<file path="config.mk">
export PLATFORM = sky130hd
export DESIGN_NAME = mem_port_arbiter
export DESIGN_NICKNAME = d
export VERILOG_FILES = /design/src/rtl/mem_arb_pkg.sv /design/src/rtl/mem_port_arbiter_rd_tag_pipe.sv /design/src/rtl/mem_port_arbiter.sv
export SDC_FILE = /design/constraint.sdc
export NUM_CORES = 1
export LEC_CHECK = 0
export BUFFER_PORTS_ARGS = -buffer_cell sky130_fd_sc_hd__buf_2
export CAP_MARGIN = 10
export CORE_AREA = 2 2 104 106
export DETAILED_ROUTE_END_ITERATION = 10
export DIE_AREA = 0 0 106 108
export SYNTH_ARGS = -nofsm -noshare
export SYNTH_HDL_FRONTEND = slang
export SYNTH_SLANG_ARGS = --single-unit
</file>
<file path="constraint.sdc">
create_clock -name clk -period 2.2 [get_ports clk]
set_input_delay 0.22 -clock clk [delete_from_list [all_inputs] [get_ports clk]]
set_output_delay 0.22 -clock clk [all_outputs]
set_load 0.01 [all_outputs]
</file>
<file path="src/rtl/mem_arb_pkg.sv">
// Shared types and limits for the I/D memory port arbiter.
// Requester tags, arbiter states and the read-tag slot format live here.
package mem_arb_pkg;

    typedef enum logic {
        REQ_I = 1'b0,
        REQ_D = 1'b1
    } requester_t;

    typedef enum logic [1:0] {
        ARB_IDLE   = 2'd0,
        ARB_HOLD_I = 2'd1,
        ARB_HOLD_D = 2'd2
    } arb_state_t;

    typedef struct packed {
        logic       valid;
        requester_t owner;
    } rd_tag_t;

    localparam int unsigned RD_LAT_MAX = 8;
    localparam int unsigned LAT_CNT_W  = $clog2(RD_LAT_MAX + 1);

endpackage

</file>
<file path="src/rtl/mem_port_arbiter_rd_tag_pipe.sv">
// Fixed-depth shift register of {valid, owner} tags for in-flight reads.
// A slot is pushed every cycle; the head lines up with the memory's m_rvalid.
module rd_tag_pipe
    import mem_arb_pkg::*;
#(
    parameter int unsigned DEPTH = 1
) (
    input  logic clk,
    input  logic rst,
    input  logic push_valid,
    input  logic push_owner,
    output logic head_valid,
    output logic head_owner
);

    rd_tag_t stage [DEPTH];

    always_ff @(posedge clk or posedge rst) begin
        if (rst) begin
            for (int unsigned k = 0; k < DEPTH; k++) begin
                stage[k] <= '0;
            end
        end else begin
            stage[0] <= '{valid: push_valid, owner: requester_t'(push_owner)};
            for (int unsigned k = 1; k < DEPTH; k++) begin
                stage[k] <= stage[k-1];
            end
        end
    end

    assign head_valid = stage[DEPTH-1].valid;
    assign head_owner = stage[DEPTH-1].owner;

endmodule

</file>
<file path="src/rtl/mem_port_arbiter.sv">
// Arbitrates the core's fetch (I) and data (D) ports onto one single-port memory.
// Optional macro ARB_ROUND_ROBIN_EN: alternate on contention instead of D-over-I priority.
module mem_port_arbiter
    import mem_arb_pkg::*;
#(
    parameter int unsigned ADDR_W = 32,
    parameter int unsigned DATA_W = 32,
    parameter int unsigned RD_LAT = 1
) (
    input  logic              clk,
    input  logic              rst,
    input  logic              i_req,
    input  logic [ADDR_W-1:0] i_addr,
    output logic              i_gnt,
    output logic              i_rvalid,
    output logic [DATA_W-1:0] i_rdata,
    input  logic              d_req,
    input  logic              d_we,
    input  logic [ADDR_W-1:0] d_addr,
    input  logic [DATA_W-1:0] d_wdata,
    output logic              d_gnt,
    output logic              d_rvalid,
    output logic [DATA_W-1:0] d_rdata,
    output logic              m_req,
    output logic              m_we,
    output logic [ADDR_W-1:0] m_addr,
    output logic [DATA_W-1:0] m_wdata,
    input  logic              m_gnt,
    input  logic              m_rvalid,
    input  logic [DATA_W-1:0] m_rdata,
    output logic              protocol_err
);

    arb_state_t           state;
    requester_t           sel;
    logic                 sel_valid;
    logic                 both_pick_d;
    logic                 is_d;
    logic                 issue;
    logic                 ret;
    logic                 head_valid;
    logic                 head_owner;
    logic [LAT_CNT_W-1:0] drain;

`ifdef ARB_ROUND_ROBIN_EN
    requester_t last_owner;
    assign both_pick_d = (last_owner == REQ_I);
`else
    assign both_pick_d = 1'b1;
`endif

    always_comb begin
        sel_valid = 1'b0;
        sel       = REQ_I;
        case (state)
            ARB_HOLD_I: begin
                sel_valid = i_req;
                sel       = REQ_I;
            end
            ARB_HOLD_D: begin
                sel_valid = d_req;
                sel       = REQ_D;
            end
            default: begin
                if (i_req && d_req) begin
                    sel_valid = 1'b1;
                    sel       = both_pick_d ? REQ_D : REQ_I;
                end else if (d_req) begin
                    sel_valid = 1'b1;
                    sel       = REQ_D;
                end else if (i_req) begin
                    sel_valid = 1'b1;
                    sel       = REQ_I;
                end
            end
        endcase
    end

    assign is_d    = (sel == REQ_D);
    assign m_req   = !rst && sel_valid;
    assign m_we    = m_req && is_d && d_we;
    assign m_addr  = !m_req ? '0 : (is_d ? d_addr : i_addr);
    assign m_wdata = (m_req && is_d) ? d_wdata : '0;
    assign issue   = m_req && m_gnt;
    assign i_gnt   = issue && !is_d;
    assign d_gnt   = issue && is_d;

    rd_tag_pipe #(
        .DEPTH (RD_LAT)
    ) u_tag_pipe (
        .clk        (clk),
        .rst        (rst),
        .push_valid (issue && !m_we),
        .push_owner (sel),
        .head_valid (head_valid),
        .head_owner (head_owner)
    );

    // Only a tagged head slot routes data back; stray m_rvalid is dropped.
    assign ret      = !rst && head_valid && m_rvalid;
    assign i_rvalid = ret && (head_owner == REQ_I);
    assign d_rvalid = ret && (head_owner == REQ_D);
    assign i_rdata  = i_rvalid ? m_rdata : '0;
    assign d_rdata  = d_rvalid ? m_rdata : '0;

    // drain masks m_rvalid for reads that were in flight when reset hit.
    always_ff @(posedge clk or posedge rst) begin
        if (rst) begin
            state        <= ARB_IDLE;
            protocol_err <= 1'b0;
            drain        <= LAT_CNT_W'(RD_LAT);
`ifdef ARB_ROUND_ROBIN_EN
            last_owner   <= REQ_I;
`endif
        end else begin
            if (drain != '0) begin
                drain <= drain - LAT_CNT_W'(1);
            end
            case (state)
                ARB_IDLE: begin
                    if (m_req && !m_gnt) begin
                        state <= is_d ? ARB_HOLD_D : ARB_HOLD_I;
                    end
                end
                ARB_HOLD_I, ARB_HOLD_D: begin
                    if (!sel_valid) begin
                        state        <= ARB_IDLE;
                        protocol_err <= 1'b1;
                    end else if (m_gnt) begin
                        state <= ARB_IDLE;
                    end
                end
                default: state <= ARB_IDLE;
            endcase
            if ((m_rvalid && !head_valid && drain == '0) || (head_valid && !m_rvalid)) begin
                protocol_err <= 1'b1;
            end
`ifdef ARB_ROUND_ROBIN_EN
            if (issue) begin
                last_owner <= sel;
            end
`endif
        end
    end

endmodule

</file>
Yosys cells after proc, flatten, opt, wreduce, memory -nomap -nowiden
Index checks and enable logic that the tools add are counted.
{ "word_totals": {"ff_bits": 9, "wordCells": 62, "out_inout_bits": 135} }
{ "op_classes": {"muxes": 20, "reduce_logical": 30, "n_bitwise": 1, "add_sub_neg": 1, "n_eq_ne": 5} }
{ "ops": {"columns": ["operator", "count"], "rows": [
  ["two-way mux 32 bit", 5],
  ["logical AND 1 bit", 16],
  ["two-way mux 1 bit", 8],
  ["two-way mux 2 bit", 4],
  ["zero test 1 bit", 6],
  ["zero test 4 bit", 1],
  ["one-hot mux 1 bit (2 select lines)", 2],
  ["one-hot mux 2 bit (2 select lines)", 1],
  ["AND reduction 2 bit", 2],
  ["nonzero test 4 bit", 1],
  ["subtractor 4 x 1 -> 4 bit, second input constant", 1],
  ["!= test 3 bit, second input constant", 1],
  ["equality test 2 x 1 -> 1 bit, second input constant", 1],
  ["equality test 2 bit, second input constant", 1],
  ["zero test 2 bit", 1],
  ["!= test 2 x 1 -> 1 bit, second input constant", 1],
  ["!= test 2 bit, second input constant", 1],
  ["nonzero test 2 bit", 1],
  ["OR reduction 2 bit", 1],
  ["logical OR 1 bit", 1],
  ["NOT 1 bit", 1]
]} }

Longest topological paths before layout
{ "depth": {"ltp_word": 9, "ltp_mapped": 7} }

Hierarchy
Synthesis repeated with hierarchy kept, for this count alone.
{ "unflattened": {"hier_cells": 270, "hier_area_um2": 1635.3} }
{ "by_module_without_submodules": {"columns": ["module", "cells_per_inst", "area_per_inst_um2", "n_inst", "seq_area_each_um2"], "rows": [
  ["mem_port_arbiter", 267, 1581.5, 1, 176.4],
  ["rd_tag_pipe", 3, 53.8, 1, 50.0]
]} }

Least setup slack after synthesis
OpenSTA, ideal clock, no wires.
{ "synth_timing": {"kind": "reg-to-output", "startpoint": "register state[0]", "endpoint": "output port m_addr[10]", "required_ns": 1.980, "slack_ns": 0.248, "path_stages_with_launch": 7, "t_arrival_ns": 1.732, "path_cell_list": "dfrtp_1 -> inv_1 -> ha_1 -> mux2i_2 -> clkbuf_1 -> nand2_1 -> a21oi_1"} }
{ "synth_via": {"elab_chain_cells": 4, "elab_cells_between_ends": 7, "classes_between": "eq/ne (2); mux (4); reduce/logical (1)"} }
{ "synth_rtl": {"columns": ["item", "line", "text"], "rows": [
  ["start, declared", "mem_port_arbiter.sv:34", "arb_state_t state;"],
  ["start signal, assigned", "mem_port_arbiter.sv:122", "state <= is_d ? ARB_HOLD_D : ARB_HOLD_I;"],
  ["equality test 2 bit or equality test 2 x 1 -> 1 bit (tied branches)", "mem_port_arbiter.sv:55", "case (state)"],
  ["one-hot mux 1 bit (2 select lines)", "mem_port_arbiter.sv:55", null],
  ["two-way mux 32 bit or logical AND 1 bit (tied branches)", "mem_port_arbiter.sv:82, mem_port_arbiter.sv:80", null],
  ["two-way mux 32 bit (*)", "mem_port_arbiter.sv:82", "assign m_addr = !m_req ? '0 : (is_d ? d_addr : i_addr);"],
  ["end, declared", "mem_port_arbiter.sv:26", "output logic [ADDR_W-1:0] m_addr,"]
]} }
Mark *: on every way between the ends. The rest lies on a longest branch, timed or not.

Worst setup path in the final report
{ "layout_timing": {"startpoint": "register state[0]", "endpoint": "output port m_addr[8]"} }
The elaborated chain is that of the path after synthesis.

==> results.cfg <==
[global_routing]
grt-ovfl-total = 0
grt_pass1_wl_mm = 11.51
grt_start_max_net_pins = 34
grt.total_usage = 0.1231
antenna_found_initial = 1
grt_pass1_vias = 2363

[synth]
yosysTopAreaCellShare = 0.3719
yosys.area.top_type = and2_1
synth_cells = 269
synthTopCellsByArea = and2_1, nand2_1, dfrtp_1
yosysUniqueCellTypes = 31
synth-seq-cells = 9
synth_common_cells = and2_1, nand2_1, a21oi_1, clkbuf_1, dfrtp_1
synth_seq_area_share = 0.1388
avgSynthCellArea_um2 = 6.065
ys_warn_count = 0
yosysMostFrequentCell = and2_1
synthesis.area_um2 = 1632
synthFlopType = dfrtp_1
synth-edff-count = 0
async_flop_share = 1.000
synth_nets = 408

[power]
static-leakage-power_nw = 2.162
switching_share = 0.4599
seq_power_share = 0.094
p_int_w = 0.001240
peakVddDrop_mv = 0.5080
combPwrFrac = 0.821
powerDensity_nw_per_um2 = 656.3
p_switching_w = 0.001056
pwr-share-clk = 0.085

[sta]
timing.fmax_mhz = 464.6
finalCritPeriodShare = 0.9784
fin_crit_ps = 2152
setup_viol = 0
whs_ps = 193.1
hold_violations = 0
slew_headroom = 0.6875
skew_ps = 3.113
tightest_slew_ps = 467.8
rsz0062_at_grt = true
drv_slew = 0

[placed_design]
gp_congestion = 0.8677
placed_cell_area_um2 = 3167
io_buffers = 269
hpwl_mm = 7.005

[finish]
layout-drive-gt1-share = 0.5850
area_delta_synth_final_pct = 114.5
final_nets = 687
design_area_um2 = 3500

[clock_tree]
worstSkewPairLatency_ps = 240
clk_path_buf_depth = 2
htreeDepth = 1
root_buffer = clkbuf_8
cts.sinks = 9
clkTransAtPathRegs_ps = 50
cts_tree = yes
cts_buffers = 3

[critical_path]
cp.required_ps = 1980
crit_path_end_kind = output pin
critical_path_class = flip-flop to output pin
r2r_setup_slack_ps = 110
cp.arrival_ps = 1930
start_kind = flip-flop
worstPathMaxFanout = 12

[floorplanning]
die_area_um2 = 11450
io_pins = 270
start_util = 0.1595
die_w_um = 106
die_h_um = 108
core_um2 = 10230
rows = 37

[run]
max_cap_viol_count = 0

[drt]
first_pass_iters = 4
drtIter0Drc = 189
wire_per_inst_um = 12.55
vias_per_cell = 4.162
final_antenna_net_count = 0
vias = 2847
drcViolationCount = 0
postRouteWirelength_mm = 8.586

[run_status]
status = complete, no violations

[worst_hold_path]
hp-class = primary input to flip-flop
[what timing repair did]
action                                  in CTS  in global routing
hold buffers                                 1                  0
pin swaps                                    0                  2
buffers inserted                             1                 10
endpoints found under the setup margin      66                107
resized for setup                            6                 26
endpoints found under the hold margin        8                  0
gates cloned                                 0                  4
[state kept, by name, summed over array words and instances (netlist names)]
register / flops
state: 2
drain: 4
protocol_err: 1
u_tag_pipe.head_owner: 1
u_tag_pipe.head_valid: 1
[cell type report]
class	count	area (um2)
well taps	136	170.2
diodes	1	2.502
multi-input cells	233	1375
repair buffers	292	1634
repair inverters	1	5.005
flip-flops and latches	9	226.5
clock inverters	1	5.005
clock buffers	3	41.29
fillers	1093	6731
inverters	8	40.04
[cell families (layout without fill, tap and decap cells)]
kind of cell / count (synthesis) / after routing / synth area share
buffers and inverters: 27 / 305 / 0.06748
AOI/OAI and AO/OA: 42 / 42 / 0.1403
muxes: 2 / 2 / 0.01457
DFF: 9 / 9 / 0.1388
other: 0 / 1 / 0
xor gates and xnor gates: 1 / 1 / 0.005369
and+or+nand+nor: 184 / 184 / 0.6028
adders and majority gates: 4 / 4 / 0.03068
[path summary, 6_finish.rpt]
kind / start / to / cells past startpoint
setup reg to reg: state[0] / state[1] / 8
max in group asynchronous: rst / drain[0] / 3
setup / recovery: state[0] / m_addr[8] / 8
hold reg to reg: drain[2] / drain[2] / 1
hold / removal: d_we / u_tag_pipe.head_valid / 2
min in group asynchronous: rst / u_tag_pipe.head_valid / 3
[power by group through the flow]
stage	sequential, W	combinational, W	clock (W)
2_1_floorplan	0.000209	0.000837	0
3_3_place_gp	0.000212	0.00143	0
3_5_place_dp	0.000215	0.00145	0
4_1_cts	0.000213	0.00152	0.000204
5_1_grt	0.000218	0.00205	0.000218
6_report	0.000215	0.00188	0.000196
[cell usage in the layout, fill, tap and decap left out, drive strengths merged, types with 2 or more instances in the layout]
cell type,n
clkinv,2
a21oi,33
inv,8
dfrtp,8
nand2,70
or4,2
nand3,3
o211ai,2
buf,288
nor3,3
a21o,2
and2,97
mux2i,2
clkbuf,6
ha,4
nor3b,2
[metrics by stage]
step | utilization | cells | total power [W] | TNS [ps] | setup slack (ps)
after CTS | 0.3181 | 669 | 0.001941 | 0 | 5.715
after detailed placement | 0.3095 | 663 | 0.001666 | 0 | 98.70
after global routing | 0.3418 | 683 | 0.002490 | -875.2 | -55.91
after floorplan | - | 269 | 0.001047 | 0 | 247.9
after global placement | 0.3095 | 663 | 0.001644 | 0 | 155.9
final | 0.3421 | 684 | 0.002297 | 0 | 47.56
[per-layer routing]
layer / global-route usage / share of wire / up-vias
met5: 0 / 0 / -
met4: 0.01692 / 0.0041 / 0
met3: 0.02170 / 0.088 / 2
met2: 0.2350 / 0.52 / 160
met1: 0.1471 / 0.38 / 1270
li1: - / - / 1415
[critical path, stage by stage, from the launching register on]
cell and delay [ps]:
dfrtp_1 400, inv_2 70, ha_4 310, mux2i_4 270, buf_6 160, clkbuf_16 160
nand2_1 50, a21oi_1 120, buf_2 150
Note: power is estimated with default switching activity, not from simulation.
